[config.mk]
export PLATFORM = sky130hd
export DESIGN_NAME = spi_master_interface
export DESIGN_NICKNAME = d
export VERILOG_FILES = /design/src/rtl/spi_pkg.sv /design/src/rtl/spi_master_shifter.sv /design/src/rtl/spi_master_interface.sv
export SDC_FILE = /design/constraint.sdc
export NUM_CORES = 1
export LEC_CHECK = 0
export ABC_CLOCK_PERIOD_IN_PS = 2110
export BUFFER_PORTS_ARGS = -buffer_cell sky130_fd_sc_hd__buf_4
export CORE_MARGIN = 8
export CORE_UTILIZATION = 45
export CTS_BUF_LIST = sky130_fd_sc_hd__clkbuf_4 sky130_fd_sc_hd__clkbuf_8
export CTS_CLUSTER_DIAMETER = 60
export CTS_CLUSTER_SIZE = 20
export DETAILED_ROUTE_END_ITERATION = 8
export GPL_ROUTABILITY_DRIVEN = 0
export PLACE_DENSITY = 0.67
export SLEW_MARGIN = 30
export SYNTH_ARGS = -nofsm -noshare
export SYNTH_HDL_FRONTEND = slang
export SYNTH_SLANG_ARGS = --single-unit
[constraint.sdc]
create_clock -name clk -period 2.11 [get_ports clk]
set_input_delay 0.211 -clock clk [delete_from_list [all_inputs] [get_ports clk]]
set_output_delay 0.211 -clock clk [all_outputs]
set_load 0.02 [all_outputs]
[src/rtl/spi_pkg.sv]
// Shared definitions for the SPI master: command encodings, FSM states and a
// small sizing helper used to dimension the shared cycle counter.
package spi_pkg;

   typedef enum logic [1:0] {
      CMD_WR_ADDR = 2'b00,
      CMD_WR_DATA = 2'b01,
      CMD_RD_ADDR = 2'b10,
      CMD_RD_DATA = 2'b11
   } spi_cmd_e;

   typedef enum logic [2:0] {
      IDLE,
      START,
      SHIFT,
      WAIT,
      RECV,
      RESP,
      GAP
   } spi_state_e;

   function automatic int max_of(input int a, input int b);
      return (a > b) ? a : b;
   endfunction

   // A phase of n cycles loads the counter with n-1; zero-length phases are skipped.
   function automatic int phase_init(input int cycles);
      return (cycles > 0) ? cycles - 1 : 0;
   endfunction

endpackage

[src/rtl/spi_master_shifter.sv]
// Datapath of the SPI master: parallel-in/serial-out frame register for MOSI,
// serial-in/parallel-out register for MISO and the down-counter timing each phase.
module spi_master_shifter
   import spi_pkg::*;
#(
   parameter int FRAME_W = 10,
   parameter int WORD_W  = 8,
   parameter int CNT_W   = 4
) (
   input  logic               clk,
   input  logic               rst,
   input  logic               load,
   input  logic [FRAME_W-1:0] frame_in,
   input  logic               tx_shift,
   input  logic               rx_shift,
   input  logic               miso,
   input  logic               cnt_load,
   input  logic [CNT_W-1:0]   cnt_init,
   output logic               tx_msb,
   output logic               tx_next,
   output logic [WORD_W-1:0]  rx_word,
   output logic               cnt_zero
);

   logic [FRAME_W-1:0] tx_q, tx_d;
   logic [WORD_W-2:0]  rx_q, rx_d;
   logic [CNT_W-1:0]   cnt_q, cnt_d;

   // rx_word already includes the bit on MISO now, so the final sample can be
   // captured straight into the response register without an extra cycle.
   assign rx_word  = {rx_q, miso};
   assign tx_msb   = tx_q[FRAME_W-1];
   assign tx_next  = tx_q[FRAME_W-2];
   assign cnt_zero = (cnt_q == '0);

   always_comb begin
      tx_d  = tx_q;
      rx_d  = rx_q;
      cnt_d = cnt_q;
      if (load) begin
         tx_d = frame_in;
      end else if (tx_shift) begin
         tx_d = {tx_q[FRAME_W-2:0], 1'b0};
      end
      if (rx_shift) begin
         rx_d = rx_word[WORD_W-2:0];
      end
      if (cnt_load) begin
         cnt_d = cnt_init;
      end else if (!cnt_zero) begin
         cnt_d = cnt_q - CNT_W'(1);
      end
   end

   always_ff @(posedge clk) begin
      if (rst) begin
         tx_q  <= '0;
         rx_q  <= '0;
         cnt_q <= '0;
      end else begin
         tx_q  <= tx_d;
         rx_q  <= rx_d;
         cnt_q <= cnt_d;
      end
   end

endmodule

[src/rtl/spi_master_interface.sv]
// SPI master: sends {cmd,payload} frames MSB first and, for read-data commands,
// collects one word from MISO. Optional macro SPI_MASTER_SEQ_CHECK_EN adds a sticky command-order check.
module spi_master_interface
   import spi_pkg::*;
#(
   parameter int MEM_INPUT_SIZE = 10,
   parameter int MEM_WORD_SIZE  = 8,
   parameter int READ_WAIT      = 2,
   parameter int GAP_CYCLES     = 2
) (
   input  logic                     clk,
   input  logic                     rst,
   input  logic                     req_valid,
   output logic                     req_ready,
   input  logic [1:0]               req_cmd,
   input  logic [MEM_WORD_SIZE-1:0] req_data,
   output logic                     rsp_valid,
   input  logic                     rsp_ready,
   output logic [MEM_WORD_SIZE-1:0] rsp_data,
   output logic                     SS_n,
   output logic                     MOSI,
   input  logic                     MISO,
   output logic                     busy,
   output logic                     seq_err
);

   localparam int CNT_MAX = max_of(max_of(MEM_INPUT_SIZE, MEM_WORD_SIZE),
                                   max_of(READ_WAIT, GAP_CYCLES));
   localparam int CNT_W   = max_of($clog2(CNT_MAX + 1), 1);

   localparam logic [CNT_W-1:0] SHIFT_INIT = CNT_W'(phase_init(MEM_INPUT_SIZE));
   localparam logic [CNT_W-1:0] WAIT_INIT  = CNT_W'(phase_init(READ_WAIT));
   localparam logic [CNT_W-1:0] RECV_INIT  = CNT_W'(phase_init(MEM_WORD_SIZE));
   localparam logic [CNT_W-1:0] GAP_INIT   = CNT_W'(phase_init(GAP_CYCLES));

   spi_state_e               state_q, state_d;
   spi_cmd_e                 cmd_q, cmd_d;
   logic                     ss_n_q, ss_n_d;
   logic                     mosi_q, mosi_d;
   logic                     rsp_valid_q, rsp_valid_d;
   logic [MEM_WORD_SIZE-1:0] rsp_data_q, rsp_data_d;

   logic                     accept;
   logic                     load, tx_shift, rx_shift, cnt_load, cnt_zero;
   logic                     tx_msb, tx_next;
   logic [CNT_W-1:0]         cnt_init;
   logic [MEM_WORD_SIZE-1:0] rx_word;

   assign req_ready = (state_q == IDLE) && !rsp_valid_q;
   assign accept    = req_valid && req_ready;
   assign busy      = (state_q != IDLE);
   assign SS_n      = ss_n_q;
   assign MOSI      = mosi_q;
   assign rsp_valid = rsp_valid_q;
   assign rsp_data  = rsp_data_q;

   spi_master_shifter #(
      .FRAME_W (MEM_INPUT_SIZE),
      .WORD_W  (MEM_WORD_SIZE),
      .CNT_W   (CNT_W)
   ) u_shifter (
      .clk      (clk),
      .rst      (rst),
      .load     (load),
      .frame_in ({req_cmd, req_data}),
      .tx_shift (tx_shift),
      .rx_shift (rx_shift),
      .miso     (MISO),
      .cnt_load (cnt_load),
      .cnt_init (cnt_init),
      .tx_msb   (tx_msb),
      .tx_next  (tx_next),
      .rx_word  (rx_word),
      .cnt_zero (cnt_zero)
   );

   // Outputs are computed for the state being entered, so SS_n/MOSI change
   // on the same edge as the state register.
   always_comb begin
      state_d     = state_q;
      cmd_d       = cmd_q;
      ss_n_d      = ss_n_q;
      mosi_d      = mosi_q;
      rsp_valid_d = rsp_valid_q;
      rsp_data_d  = rsp_data_q;
      load        = 1'b0;
      tx_shift    = 1'b0;
      rx_shift    = 1'b0;
      cnt_load    = 1'b0;
      cnt_init    = '0;

      unique case (state_q)
         IDLE: begin
            ss_n_d = 1'b1;
            mosi_d = 1'b0;
            if (accept) begin
               load    = 1'b1;
               cmd_d   = spi_cmd_e'(req_cmd);
               state_d = START;
               ss_n_d  = 1'b0;
               mosi_d  = req_cmd[1];
            end
         end
         START: begin
            state_d  = SHIFT;
            cnt_load = 1'b1;
            cnt_init = SHIFT_INIT;
            mosi_d   = tx_msb;
         end
         SHIFT: begin
            if (!cnt_zero) begin
               tx_shift = 1'b1;
               mosi_d   = tx_next;
            end else if (cmd_q == CMD_RD_DATA) begin
               mosi_d   = 1'b0;
               cnt_load = 1'b1;
               if (READ_WAIT > 0) begin
                  state_d  = WAIT;
                  cnt_init = WAIT_INIT;
               end else begin
                  state_d  = RECV;
                  cnt_init = RECV_INIT;
               end
            end else begin
               ss_n_d   = 1'b1;
               mosi_d   = 1'b0;
               cnt_load = 1'b1;
               cnt_init = GAP_INIT;
               state_d  = (GAP_CYCLES > 0) ? GAP : IDLE;
            end
         end
         WAIT: begin
            if (cnt_zero) begin
               state_d  = RECV;
               cnt_load = 1'b1;
               cnt_init = RECV_INIT;
            end
         end
         RECV: begin
            rx_shift = 1'b1;
            if (cnt_zero) begin
               state_d     = RESP;
               rsp_data_d  = rx_word;
               rsp_valid_d = 1'b1;
               ss_n_d      = 1'b1;
               mosi_d      = 1'b0;
            end
         end
         RESP: begin
            if (rsp_ready) begin
               rsp_valid_d = 1'b0;
               cnt_load    = 1'b1;
               cnt_init    = GAP_INIT;
               state_d     = (GAP_CYCLES > 0) ? GAP : IDLE;
            end
         end
         GAP: begin
            if (cnt_zero) begin
               state_d = IDLE;
            end
         end
         default: begin
            state_d = IDLE;
            ss_n_d  = 1'b1;
            mosi_d  = 1'b0;
         end
      endcase
   end

   always_ff @(posedge clk) begin
      if (rst) begin
         state_q     <= IDLE;
         cmd_q       <= CMD_WR_ADDR;
         ss_n_q      <= 1'b1;
         mosi_q      <= 1'b0;
         rsp_valid_q <= 1'b0;
         rsp_data_q  <= '0;
      end else begin
         state_q     <= state_d;
         cmd_q       <= cmd_d;
         ss_n_q      <= ss_n_d;
         mosi_q      <= mosi_d;
         rsp_valid_q <= rsp_valid_d;
         rsp_data_q  <= rsp_data_d;
      end
   end

`ifdef SPI_MASTER_SEQ_CHECK_EN
   spi_cmd_e last_cmd_q, last_cmd_d;
   logic     last_valid_q, last_valid_d;
   logic     seq_err_q, seq_err_d;

   // Data commands must follow their address command; nothing accepted since
   // reset counts as having no valid predecessor.
   always_comb begin
      last_cmd_d   = last_cmd_q;
      last_valid_d = last_valid_q;
      seq_err_d    = seq_err_q;
      if (accept) begin
         if ((req_cmd == CMD_WR_DATA) &&
             !(last_valid_q && ((last_cmd_q == CMD_WR_ADDR) || (last_cmd_q == CMD_WR_DATA)))) begin
            seq_err_d = 1'b1;
         end
         if ((req_cmd == CMD_RD_DATA) && !(last_valid_q && (last_cmd_q == CMD_RD_ADDR))) begin
            seq_err_d = 1'b1;
         end
         last_cmd_d   = spi_cmd_e'(req_cmd);
         last_valid_d = 1'b1;
      end
   end

   always_ff @(posedge clk) begin
      if (rst) begin
         last_cmd_q   <= CMD_WR_ADDR;
         last_valid_q <= 1'b0;
         seq_err_q    <= 1'b0;
      end else begin
         last_cmd_q   <= last_cmd_d;
         last_valid_q <= last_valid_d;
         seq_err_q    <= seq_err_d;
      end
   end

   assign seq_err = seq_err_q;
`else
   assign seq_err = 1'b0;
`endif

endmodule

==> impl_metrics.yaml, run 1 <==
run_status:
  outcome: "finished, final reports clean"
logic_synthesis:
  synth_warnings: 0
  async_flop_share: 0
  syn_area_sq_um: 1730
  synth_compound_area_frac: 0.223
  ys_seq_area_frac: 0.429
  synth.avg_cell_area_sq_um: 8.38
  synthCells: 206
  synth_top_family_by_area: "simple AND/OR/NAND/NOR gates"
  synthAdderAreaFrac: 0.00725
  synthSimpleGateAreaFrac: 0.223
  ys.flop_type: "dfxtp_1"
  syn_nets: 222
  synthDistinctLibCells: 40
  synth_edf_count: 0
  muxShareOfSynthArea: 0.0406
  synth_xor_xnor_area_share: 0.0102
  ys_ff_latch: 37
clock_tree:
  clkSinkCount: 37
  hold_buffers: 0
  clockBufferDepth: 2
  cts_max_level: 2
  clockRootBuffer: "clkbuf_8"
  cts_resized: 0
  insertion_delay_ns: 0.28
  cts.clk_slew.worst_paths_ns: 0.07
  cts_tree: "built"
  cts_buffers: 5
  cts_setup_buffers: 0
floorplanning:
  io_pins: 29
  num_rows: 22
  die_w_um: 77.9
  start_util: 0.468
  die-area_sq_um: 6070
  die_h_um: 77.9
  core_area_sq_um: 3690
final_layout:
  nFillCells: 364
  final_common_cell: "dfxtp_1"
  utilization: 0.546
  nets: 243
  final_area_sq_um: 2010
  n_antenna_cell: 0
  mostFrequentLayoutCells: "dfxtp_1 (37), buf_4 (30), a21oi_1 (26)"
  area_growth_pct: 16.7
  layoutNonFillerInstCount: 275
  drive_gt1_frac: 0.220
setup_path:
  cp_slowest_cell: "or3_1"
  reg2reg_depth: 6
  worstPathArrival_ns: 1.54
  worstSetupStartpointType: "flip-flop"
  worstSetupPathType: "reg2out"
  reg2reg_from: "u_shifter.cnt_q[1]"
  crit_chain: "or3_1 -> nor2_1 -> buf_4"
  cp_max_fo: 16
  r2r_slack_ns: 0.39
  cp.required_ns: 1.90
  cpPeakStageDelay_ns: 0.52
  worst_setup_path_end_kind: "primary output"
  rr_endpoint: "u_shifter.tx_q[3]"
  crit_start: "state_q[2]"
job:
  drv_cap: 0
route:
  routedWlPerCell_um: 13.1
  via_count: 1445
  drt_pass1_iterations: 4
  drc: 0
  drt-initial-drc-count: 61
  routed_wl_mm: 3.62
  ant_nets: 0
  viasPerCell: 5.25
pwr:
  p_leak_nw: 0.755
  p_per_area_nw_per_um2: 1180
  vdd_drop_max_mv: 0.555
timing:
  slew_headroom: 0.632
  setup_viol_count_final: 0
  skew_ns: 0.00390
  fin_tns_setup_ns: 0
  fin_ws_ns: 0.356
  worst_pin_slew_ns: 0.549
  grt_setup_unrepaired: "no"
  clock.fmax_mhz: 570
  finalHoldViolCount: 0
  drv_slew: 0
  post-route-period-util: 0.831
  period_minus_slack_ns: 1.75
placed_design:
  dp.cells: 268
  dp_hpwl_mm: 2.43
  placed_area_sq_um: 1920
  portBuffers: 27
  pre_cts_slack_ns: 0.380
global_routing:
  grt.total_usage: 0.123
  grt_overflow: 0
  antenna_found_initial: 0
  grt_max_degree: 38
  grt_first_pass_wirelength_mm: 6.22
  grt_pass1_vias: 1380
worst_hold_path:
  holdPathEnd: "u_shifter.tx_q[0]"
  min_path_cells: 3
  hold_path_class: "in2reg"
  hold_path.startpoint: "req_data[0]"
-- critical path: cells and delay by family (launching register included) --
kind / cells / cell delay (ns)
flip-flops: 1 / 0.45
buffers and inverters: 1 / 0.15
AND/OR/NAND/NOR: 2 / 0.65
-- cell families (layout without fill, tap and decap cells) --
| kind of cell | count (synthesis) | in the layout |
|---|---|---|
| and+or+nand+nor | 79 | 79 |
| AOI/OAI and AO/OA | 58 | 58 |
| buffers and inverters | 21 | 42 |
| adders and majority gates | 1 | 1 |
| muxes | 7 | 7 |
| other | 1 | 1 |
| DFF | 37 | 37 |
| xor gates and xnor gates | 2 | 2 |
-- state kept, by name (all words and copies together), names as in the netlist --
signal,count
u_shifter.tx_q,10
rsp_data,8
u_shifter.rx_q,7
u_shifter.cnt_q,4
state_q,3
cmd_q,2
MOSI,1
SS_n,1
rsp_valid,1
-- power by group --
part | switching (mW) | internal (mW) | total, mW
Clock | 0.227 | 0.272 | 0.499
Combinational | 0.563 | 0.369 | 0.932
Sequential | 0.115 | 0.822 | 0.938
Total | 0.906 | 1.46 | 2.37
-- area by class of cell --
class / count / area [sq um] / share of cell area
flip-flops and latches: 37 / 741 / 0.368
inverters: 5 / 18.8 / 0.00932
well taps: 48 / 60.1 / 0.0298
multi-input cells: 148 / 878 / 0.436
clock buffers: 7 / 90.1 / 0.0447
repair buffers: 30 / 225 / 0.112
-- cell usage after synthesis, types with 2 or more instances --
cell | n | area [sq um]
dfxtp_1 | 37 | 741
a21oi_1 | 26 | 130
nand2_1 | 24 | 90.1
nor2_1 | 24 | 90.1
nand3_1 | 14 | 70.1
o21ai_0 | 8 | 40.0
clkbuf_1 | 7 | 26.3
mux2i_1 | 7 | 70.1
a211oi_2 | 6 | 75.1
a211oi_1 | 5 | 37.5
buf_2 | 5 | 25.0
inv_1 | 5 | 18.8
buf_6 | 3 | 33.8
nand2b_1 | 3 | 18.8
a211o_1 | 2 | 17.5
a22oi_1 | 2 | 15.0
a31oi_1 | 2 | 12.5
nand3b_1 | 2 | 15.0
nor2b_1 | 2 | 12.5
o211ai_1 | 2 | 15.0
-- per-layer routing --
metal  share of wire  routed length, um  global-route usage
met1            0.49               1780               0.155
met4           0.010                 36              0.0500
met3           0.048                175              0.0415
met5               0                  0                   0
met2            0.45               1620               0.189
-- worst max path at each step --
stage	end	slack, ns	cells after the start
global route	u_shifter.tx_q[5]	0.21	6
floorplan	state_q[0]	0.59	6
finish	req_ready	0.36	3
detailed placement	u_shifter.tx_q[1]	0.38	6
global placement	u_shifter.tx_q[1]	0.43	6
CTS	req_ready	0.36	3
-- stage by stage --
step	hold WS, ns	power, mW
after global routing	0.181	2.53
after detailed placement	0.451	1.89
after global placement	0.446	1.88
final	0.178	2.37
after floorplan	0.347	1.70
after CTS	0.169	2.39
Note: power is estimated with default switching activity, not from simulation.
==> inputs of run 2 (changes only) <==
ABC_CLOCK_PERIOD_IN_PS = 1600   (was 2110)
PLACE_DENSITY = 0.7   (was 0.67)
clock period = 1.6 ns   (was 2.11 ns; I/O delays follow)
==> impl_metrics.yaml, run 2 (same netlist as run 1, synthesis figures left out) <==
global_routing:
  use_met1: 0.148
  grt.total_usage: 0.126
  grt_first_pass_wirelength_mm: 6.50
  grt_max_degree: 38
  grt_overflow: 0
  grt_pass1_vias: 1475
  met3_usage: 0.0369
  antenna_found_initial: 0
  grt_busiest_layer: "met2"
  use_met2: 0.217
placed_design:
  portBuffers: 27
  dp_hpwl_mm: 2.49
timing:
  post-route-period-util: 0.972
  grt_setup_unrepaired: "no"
  setup_viol_count_final: 0
  fin_tns_setup_ns: 0
  drv_slew: 0
  period_minus_slack_ns: 1.55
  skew_ns: 0.00591
  fin_hold_ws_ns: 0.123
  clock.fmax_mhz: 643
  finalHoldViolCount: 0
floorplanning:
  num_rows: 22
  die_h_um: 77.9
  start_util: 0.468
  die_w_um: 77.9
  core_area_sq_um: 3690
  io_pins: 29
  die-area_sq_um: 6070
pwr:
  swShare: 0.378
  clockPowerShare: 0.191
  p_per_area_nw_per_um2: 1630
  pwr-share-comb: 0.465
  vdd_drop_max_mv: 0.715
  intPower_mw: 2.20
  p_leak_nw: 0.824
  seqPwrFrac: 0.343
  netSwitchingPower_mw: 1.34
  total_power_mw: 3.54
setup_path:
  r2r_slack_ns: 0.08
  worstSetupPathDepth: 4
  worst_setup_path_end_kind: "primary output"
  crit_end: "req_ready"
  reg2reg_depth: 6
  cp_max_fo: 7
  critPathTopFamily: "simple AND/OR/NAND/NOR gates"
  critPathBufInv: 2
  cp_slowest_cell: "dfxtp_4"
  crit_top_cell: "buf_4"
  cpPeakStageDelay_ns: 0.37
  worstSetupStartpointType: "flip-flop"
  crit_chain: "or3_4 -> buf_4 -> nor2_1 -> buf_4"
  reg2reg_from: "u_shifter.cnt_q[1]"
  cp.required_ns: 1.44
  crit_start: "state_q[0]"
  worstPathArrival_ns: 1.39
  rr_endpoint: "MOSI"
  worstSetupPathType: "reg2out"
final_layout:
  utilization: 0.588
  largest_register_ffs: 10
  final_common_cell: "buf_4"
  n_antenna_cell: 0
  drive_gt1_frac: 0.300
  final-seq-area_sq_um: 744
  multi_input_area_sq_um: 927
  area_growth_pct: 25.6
  max_flop_register: "u_shifter.tx_q"
  nets: 255
  mostFrequentLayoutCells: "buf_4 (39), dfxtp_1 (36), a21oi_1 (26)"
  nFillCells: 372
route:
  viasPerCell: 5.21
  ant_nets: 0
  drt-initial-drc-count: 119
  drt_pass1_iterations: 4
  routed_wl_mm: 3.71
  via_count: 1500
  routedWlPerCell_um: 12.9
  drc: 0
clock_tree:
  cts_buffers: 5
  clkSinkCount: 37
  cts.clk_slew.worst_paths_ns: 0.07
  insertion_delay_ns: 0.28
  cts_tree: "built"
  hold_buffers: 0
  clockRootBuffer: "clkbuf_8"
  clockBufferDepth: 2
  cts_max_level: 2
worst_hold_path:
  hold_path_class: "in2reg"
job:
  drv_cap: 0
run_status:
  outcome: "finished, final reports clean"
[run 2: changes by cell type in the layout (fill, tap and decap cells not counted), moves of 2 or more]
| cell | previous run | this run |
|---|---|---|
| inv_1 | 5 | 3 |
| buf_4 | 30 | 39 |
| inv_2 | 0 | 2 |
| buf_6 | 0 | 2 |
[run 2: cell type report]
type                            count  share of cell area
Timing Repair Buffer               42               0.148
Sequential cell                    37               0.344
Clock inverter                      2             0.00635
Inverter                            5             0.00866
Multi-Input combinational cell    148               0.428
Clock buffer                        6              0.0381
Tap cell                           48              0.0277
[run 2: worst min-delay path by stage]
| stage | from | endpoint | slack [ns] | cells past startpoint |
|---|---|---|---|---|
| after floorplan | req_cmd[0] | cmd_q[0] | 0.30 | 2 |
| after global placement | req_data[0] | u_shifter.tx_q[0] | 0.41 | 3 |
| after detailed placement | req_data[0] | u_shifter.tx_q[0] | 0.42 | 3 |
| after CTS | req_data[0] | u_shifter.tx_q[0] | 0.11 | 3 |
| after global routing | req_data[0] | u_shifter.tx_q[0] | 0.13 | 3 |
| final | req_data[0] | u_shifter.tx_q[0] | 0.12 | 3 |
[run 2: power groups by stage]
stage / clock [mW] / sequential, mW / combinational [mW]
floorplan: 0 / 1.22 / 1.03
global placement: 0 / 1.21 / 1.40
detailed placement: 0 / 1.21 / 1.39
CTS: 0.696 / 1.20 / 1.48
global route: 0.741 / 1.24 / 1.82
finish: 0.677 / 1.22 / 1.65
[run 2: repair_timing]
item / 4_1_cts / 5_1_grt
pin swaps: 0 / 2
setup endpoints to repair: 23 / 27
buffers inserted: 0 / 2
cloned: 0 / 1
resized for setup: 5 / 11
[run 2: tightest hold or removal path, stage by stage]
cell and delay, ns:
buf_4 0.11, nand2_1 0.05, a21oi_1 0.05
[run 2: per-stage QoR]
step           worst slack (ns)  cell area, sq um  cells
6_report                 0.0452              2170    288
3_3_place_gp            -0.0340              1990    277
2_1_floorplan            0.0785              1730    206
4_1_cts                  0.0201              2110    285
5_1_grt                 0.00199              2170    288
3_5_place_dp            -0.0446              1990    277
[run 2: layer usage]
| layer | part of all wire | vias to the layer above | wire (um) |
|---|---|---|---|
| met5 | 0 | - | 0 |
| met4 | 0.0046 | 0 | 17 |
| met3 | 0.026 | 2 | 98 |
| met2 | 0.47 | 18 | 1760 |
| met1 | 0.50 | 698 | 1840 |
| li1 | - | 782 | - |
